### src/rtl/alu_pkg.sv
// Shared opcode and FSM state definitions for the ALU sweep sequencer.
package alu_pkg;

    typedef enum logic [2:0] {
        OP_ADD = 3'b000,
        OP_SUB = 3'b001,
        OP_NOT = 3'b010,
        OP_AND = 3'b011,
        OP_OR  = 3'b100,
        OP_XOR = 3'b101,
        OP_SHL = 3'b110,
        OP_SHR = 3'b111
    } opcode_t;

    typedef enum logic [1:0] {
        S_IDLE    = 2'd0,
        S_DRIVE   = 2'd1,
        S_CAPTURE = 2'd2,
        S_DONE    = 2'd3
    } state_t;

    // Shift opcodes take the shift amount as operand2 instead of op_b.
    function automatic logic op_uses_shamt(input logic [2:0] op);
        return (op == OP_SHL) || (op == OP_SHR);
    endfunction

endpackage

### src/rtl/alu_seq_rbuf.sv
// Eight-entry result buffer: one synchronous write port, one combinational read port.
module alu_seq_rbuf #(
    parameter int WIDTH = 8
) (
    input  logic             i_clk,
    input  logic             i_rst,
    input  logic             i_we,
    input  logic [2:0]       i_wr_addr,
    input  logic [WIDTH-1:0] i_wr_data,
    input  logic [2:0]       i_rd_addr,
    output logic [WIDTH-1:0] o_rd_data
);

    logic [WIDTH-1:0] r_mem [8];

    always_ff @(posedge i_clk) begin
        if (i_rst) begin
            for (int i = 0; i < 8; i++) begin
                r_mem[i] <= '0;
            end
        end else if (i_we) begin
            r_mem[i_wr_addr] <= i_wr_data;
        end
    end

    assign o_rd_data = r_mem[i_rd_addr];

endmodule

### src/rtl/alu_sequencer.sv
// Sweeps opcodes 0..NUM_OPS-1 through an external ALU, buffering each result
// and folding it into a rotate-left/XOR signature. NUM_OPS must not exceed 8.
//
// state   | meaning
// IDLE    | waiting for start; ALU inputs hold last driven values
// DRIVE   | opcode/operands for r_idx presented to the ALU
// CAPTURE | ALU result stored to buffer and signature at cycle end
// DONE    | one-cycle done pulse, then back to IDLE
module alu_sequencer
    import alu_pkg::*;
#(
    parameter int WIDTH   = 8,
    parameter int NUM_OPS = 8
) (
    input  logic             i_clk,
    input  logic             i_rst,
    input  logic             i_start,
    input  logic             i_abort,
    input  logic [WIDTH-1:0] i_op_a,
    input  logic [WIDTH-1:0] i_op_b,
    input  logic [WIDTH-1:0] i_sh_amt,
    output logic [2:0]       o_opcode,
    output logic [WIDTH-1:0] o_operand1,
    output logic [WIDTH-1:0] o_operand2,
    input  logic [WIDTH-1:0] i_result,
    output logic             o_busy,
    output logic             o_done,
    output logic [WIDTH-1:0] o_sig,
    input  logic [2:0]       i_rd_addr,
    output logic [WIDTH-1:0] o_rd_data
);

    localparam logic [2:0] LAST_IDX = 3'(NUM_OPS - 1);

    state_t           r_state;
    logic [2:0]       r_idx;
    logic [WIDTH-1:0] r_a;
    logic [WIDTH-1:0] r_b;
    logic [WIDTH-1:0] r_sh;
    logic [WIDTH-1:0] r_sig;
    logic [2:0]       r_opcode;
    logic [WIDTH-1:0] r_operand1;
    logic [WIDTH-1:0] r_operand2;
    logic             r_busy;
    logic             r_done;

    logic             w_capture;
    logic [2:0]       w_idx_nxt;
    logic [WIDTH-1:0] w_sig_nxt;

    assign w_capture = (r_state == S_CAPTURE) && !i_abort;
    assign w_idx_nxt = r_idx + 3'd1;
    assign w_sig_nxt = {r_sig[WIDTH-2:0], r_sig[WIDTH-1]} ^ i_result;

    always_ff @(posedge i_clk) begin
        if (i_rst) begin
            r_state    <= S_IDLE;
            r_idx      <= '0;
            r_a        <= '0;
            r_b        <= '0;
            r_sh       <= '0;
            r_sig      <= '0;
            r_opcode   <= '0;
            r_operand1 <= '0;
            r_operand2 <= '0;
            r_busy     <= 1'b0;
            r_done     <= 1'b0;
        end else begin
            r_done <= 1'b0;
            case (r_state)
                S_IDLE: begin
                    if (i_start && !i_abort) begin
                        r_a        <= i_op_a;
                        r_b        <= i_op_b;
                        r_sh       <= i_sh_amt;
                        r_idx      <= '0;
                        r_sig      <= '0;
                        r_opcode   <= OP_ADD;
                        r_operand1 <= i_op_a;
                        r_operand2 <= op_uses_shamt(3'd0) ? i_sh_amt : i_op_b;
                        r_busy     <= 1'b1;
                        r_state    <= S_DRIVE;
                    end
                end
                S_DRIVE: begin
                    if (i_abort) begin
                        r_busy  <= 1'b0;
                        r_state <= S_IDLE;
                    end else begin
                        r_state <= S_CAPTURE;
                    end
                end
                S_CAPTURE: begin
                    if (i_abort) begin
                        r_busy  <= 1'b0;
                        r_state <= S_IDLE;
                    end else begin
                        r_sig <= w_sig_nxt;
                        if (r_idx == LAST_IDX) begin
                            r_busy  <= 1'b0;
                            r_done  <= 1'b1;
                            r_state <= S_DONE;
                        end else begin
                            // Next opcode is presented on entry to DRIVE, not one cycle later.
                            r_idx      <= w_idx_nxt;
                            r_opcode   <= w_idx_nxt;
                            r_operand2 <= op_uses_shamt(w_idx_nxt) ? r_sh : r_b;
                            r_state    <= S_DRIVE;
                        end
                    end
                end
                S_DONE: begin
                    r_state <= S_IDLE;
                end
                default: begin
                    r_busy  <= 1'b0;
                    r_state <= S_IDLE;
                end
            endcase
        end
    end

    alu_seq_rbuf #(.WIDTH(WIDTH)) u_rbuf (
        .i_clk     (i_clk),
        .i_rst     (i_rst),
        .i_we      (w_capture),
        .i_wr_addr (r_idx),
        .i_wr_data (i_result),
        .i_rd_addr (i_rd_addr),
        .o_rd_data (o_rd_data)
    );

    assign o_opcode   = r_opcode;
    assign o_operand1 = r_operand1;
    assign o_operand2 = r_operand2;
    assign o_busy     = r_busy;
    assign o_done     = r_done;
    assign o_sig      = r_sig;

endmodule

### config.mk
export PLATFORM = sky130hd
export DESIGN_NAME = alu_sequencer
export DESIGN_NICKNAME = d
export VERILOG_FILES = /design/src/rtl/alu_pkg.sv /design/src/rtl/alu_seq_rbuf.sv /design/src/rtl/alu_sequencer.sv
export SDC_FILE = /design/constraint.sdc
export NUM_CORES = 1
export LEC_CHECK = 0
export CAP_MARGIN = 20
export CORE_UTILIZATION = 54
export DETAILED_ROUTE_END_ITERATION = 10
export GPL_TIMING_DRIVEN = 0
export HOLD_SLACK_MARGIN = 0.03
export PLACE_DENSITY_LB_ADDON = 0.15
export SLEW_MARGIN = 5
export SYNTH_ARGS = -nofsm -noshare
export SYNTH_HDL_FRONTEND = slang
export SYNTH_HIERARCHICAL = 1
export SYNTH_SLANG_ARGS = --single-unit
### constraint.sdc
create_clock -name i_clk -period 4.7 [get_ports i_clk]
set_input_delay 0.47 -clock i_clk [delete_from_list [all_inputs] [get_ports i_clk]]
set_output_delay 0.47 -clock i_clk [all_outputs]
set_load 0.02 [all_outputs]
==> results by group <==
Critical path
  – Worst setup SP type: flip-flop
  – Setup crit end kind: flip-flop
  – Critical path fanouts, max: 10
  – Sequence of cells on the critical path: inv_1 -> ha_1 -> clkbuf_1 -> nor2b_1 -> or3b_2 -> buf_2 -> buf_2 -> o21bai_1
  – Critical path class: reg -> reg
  – Critical path's slowest cell: o21bai_1
  – Worst r2r dst: u_rbuf/r_mem[4][5]
  – Crit path top cell by count: buf_2
  – Slowest stage delay, CP: 730 ps
  – CP required: 4710 ps
  – Reg2reg path depth: 8
  – Worst flop-to-flop path startpoint: r_state[0]
  – CP arrival: 3370 ps
  – Flop-to-flop setup slack: 1340 ps

Min path
  – Hold depth: 2
  – Hold Crit Class: reg -> reg
  – Hold Path End: r_sh[1]
  – HP Start: r_sh[1]

Placement
  – IO Port Bufs: 72
  – GP Congestion: 0.8188
  – Post-DP HPWL: 8584 um
  – Dpl cells: 633

Logic synthesis
  – Seq/Total Area, Yosys: 56.93%
  – Post-Synth Simple-Gate Area: 15.60%
  – Yosys top cell by area: edfxtp_1
  – Top post-synthesis cells by area: edfxtp_1 38%, dfxtp_1 19%, mux4_1 7.8%
  – Top-count cell post-synth: nand2_1
  – #FFs+latches synth: 111
  – Commonest register cell after synthesis: edfxtp_1
  – Mapped Area: 0.005029 mm^2
  – Synth Instances: 453
  – Complex-gate fraction of the synthesized area: 9.281%
  – Ys async rst share: 0%
  – Post-synth EDFFs: 64
  – Largest family of logic cells by synthesized area: simple AND/OR/NAND/NOR gates
  – Post-Synth Adder-Cell Area: 1.991%
  – Yosys warnings: 6
  – XOR/XNOR share of the synthesized area: 1.393%
  – Syn avg cell area: 11.10 um^2
  – Synth cell count leaders: 76 x nand2_1, 65 x nor3_1, 64 x edfxtp_1, 47 x a21oi_1, 47 x dfxtp_1
  – Synth top area share: 38.22%
  – Synth Net Count: 500
  – Post-synthesis mux area share: 10.28%
  – Yosys cell types: 37

GRT
  – Vias in the first global route: 3903
  – Initial antenna violation count: 0
  – Gr usage total: 26.76%
  – Grt ovf: 0
  – Largest net degree at the start of global routing: 20
  – First-pass GRT wire length: 19920 um

Clocking
  – Hold-fix buffers at CTS: 0
  – Postcts setup bufs: 0
  – Clock Path Buffers: 2
  – Clock root buffer: clkbuf_8
  – CTS tree: yes
  – Clock sinks: 111
  – Clk slew on worst S/H paths: 100 ps
  – # H-tree levels: 3
  – Total CTS buffers: 9
  – Clock latency on the worst-skew pair: 380 ps
  – Post-cts sizing count: 0

Outcome
  – Failing checks: design-rule violations
  – Outcome: complete, but fails checks

STA
  – Max Freq: 297.5 MHz
  – Final Hold Vio Count: 0
  – Minimum clock period: 3361 ps
  – Worst slew pin tran: 906.2 ps
  – Max-slew violation count: 0
  – Period utilisation layout: 71.51%
  – RSZ-0062 raised after global routing: no
  – Setup Skew: 14.24 ps
  – Setup TNS: 0 ps
  – Hold_ws: 463.3 ps
  – Max-slew headroom: 39.46%
  – Final Setup Violations: 0

Cells and area
  – Non-Filler Instances: 649
  – Share of cells above drive strength 1: 7.209%
  – Layout Nets: 583
  – P&R area growth vs syn: 21.10%
  – Inserted Diodes: 0

Floorplanning
  – Die H: 98.50 um
  – Die X: 98.50 um
  – Die area: 0.009702 mm^2
  – Initial Util: 56.83%
  – Rows: 34
  – Total core area: 0.008848 mm^2
  – IO Count: 76

Pwr
  – Power density over cell area: 309.7 mW/mm^2
  – Leak Pwr: 2.100 nW
  – Peak VDD IR: 0.0001941 V

Detailed routing
  – DRC viols: 3
  – Via count: 3809
  – First drt pass iteration count: 7
  – Post-DR wirelength/cell: 18.71 um
  – 1st-iter DRT viols: 266
  – Final ANT Viol Nets: 0
  – DR vias/cell: 5.869
  – Drt total wl: 12140 um

Flow run
  – Max_cap viols: 0
## critical path: cells and delay by family (launching register included)
kind	cells	cell delay [ps]
AND/OR/NAND/NOR	2	730
flip-flops	1	350
buffers and inverters	4	910
adder cells (fa/ha/maj)	1	270
AO/OA/AOI/OAI	1	730
## metal layers
layer	up-vias	routed length (um)	global-route usage [%]
li1	1813	-	-
met1	1828	4942	33.51
met2	148	6139	46.26
met3	20	813	5.035
met4	0	245	10.33
met5	-	0	0
## per-stage QoR
stage / setup WS, ps / power (mW) / area (um^2) / utilization (%)
6_report: 1339 / 1.886 / 6090 / 68.82
5_1_grt: 1145 / 1.947 / 6090 / 68.82
4_1_cts: 1395 / 1.892 / 6090 / 68.82
3_5_place_dp: 1412 / 1.308 / 5884 / 66.50
3_3_place_gp: 1458 / 1.302 / 5884 / 66.50
2_1_floorplan: 2012 / 1.208 / 5029 / -
## report_power, final
part	total, mW	switching, mW	internal (mW)
clock network	0.600	0.342	0.257
registers	1.07	0.0143	1.06
logic	0.214	0.114	0.100
## layout make-up
| class | count | area [um^2] |
|---|---|---|
| Inverter | 13 | 48.80 |
| Timing Repair Buffer | 72 | 720.7 |
| Multi-Input combinational cell | 293 | 1938 |
| Sequential cell | 111 | 2863 |
| Clock buffer | 10 | 127.6 |
| Clock inverter | 6 | 77.57 |
| Buffer | 36 | 178.9 |
| Fill cell | 683 | 2759 |
| Tap cell | 108 | 135.1 |
## worst max path at each step
| stage | slack (ps) | to | start | cells past startpoint |
|---|---|---|---|---|
| after floorplan | 2010 | u_rbuf/r_mem[2][0] | r_state[0] | 8 |
| after CTS | 1390 | u_rbuf/r_mem[4][5] | r_state[0] | 8 |
| after detailed placement | 1410 | u_rbuf/r_mem[4][0] | r_state[0] | 8 |
| final | 1340 | u_rbuf/r_mem[4][5] | r_state[0] | 8 |
| after global placement | 1460 | u_rbuf/r_mem[4][2] | r_state[0] | 8 |
| after global routing | 1140 | u_rbuf/r_mem[4][5] | r_state[0] | 8 |
## cell families (layout without fill, tap and decap cells)
family | count (synthesis) | in the layout
buffers and inverters | 49 | 137
multiplexers | 25 | 25
AO/OA/AOI/OAI | 78 | 78
adder cells (fa/ha/maj) | 8 | 8
XOR/XNOR | 8 | 8
flip-flops | 111 | 111
AND/OR/NAND/NOR | 174 | 174
## sequential cells by signal, indices dropped and copies added (netlist names)
name / flops
r_b: 8
o_operand1: 8
o_operand2: 8
o_opcode: 3
o_done: 1
u_rbuf/r_mem: 64
r_state: 2
o_sig: 8
o_busy: 1
r_sh: 8
## cells in the final DEF, fill, tap and decap left out, types with 3 or more instances in the layout
cell type,instances
o21bai_1,9
ha_1,8
clkbuf_1,24
clkdlybuf4s50_1,72
o21ai_0,8
a311o_1,8
buf_2,7
xor2_1,8
a21oi_1,47
edfxtp_1,64
nor3_1,65
clkbuf_8,9
nand2_1,76
clkinv_1,8
inv_1,5
mux4_1,15
nand3_1,10
dfxtp_1,47
nor2_1,11
nand2b_1,3
mux2_2,8
Note: power is estimated with default switching activity, not from simulation.
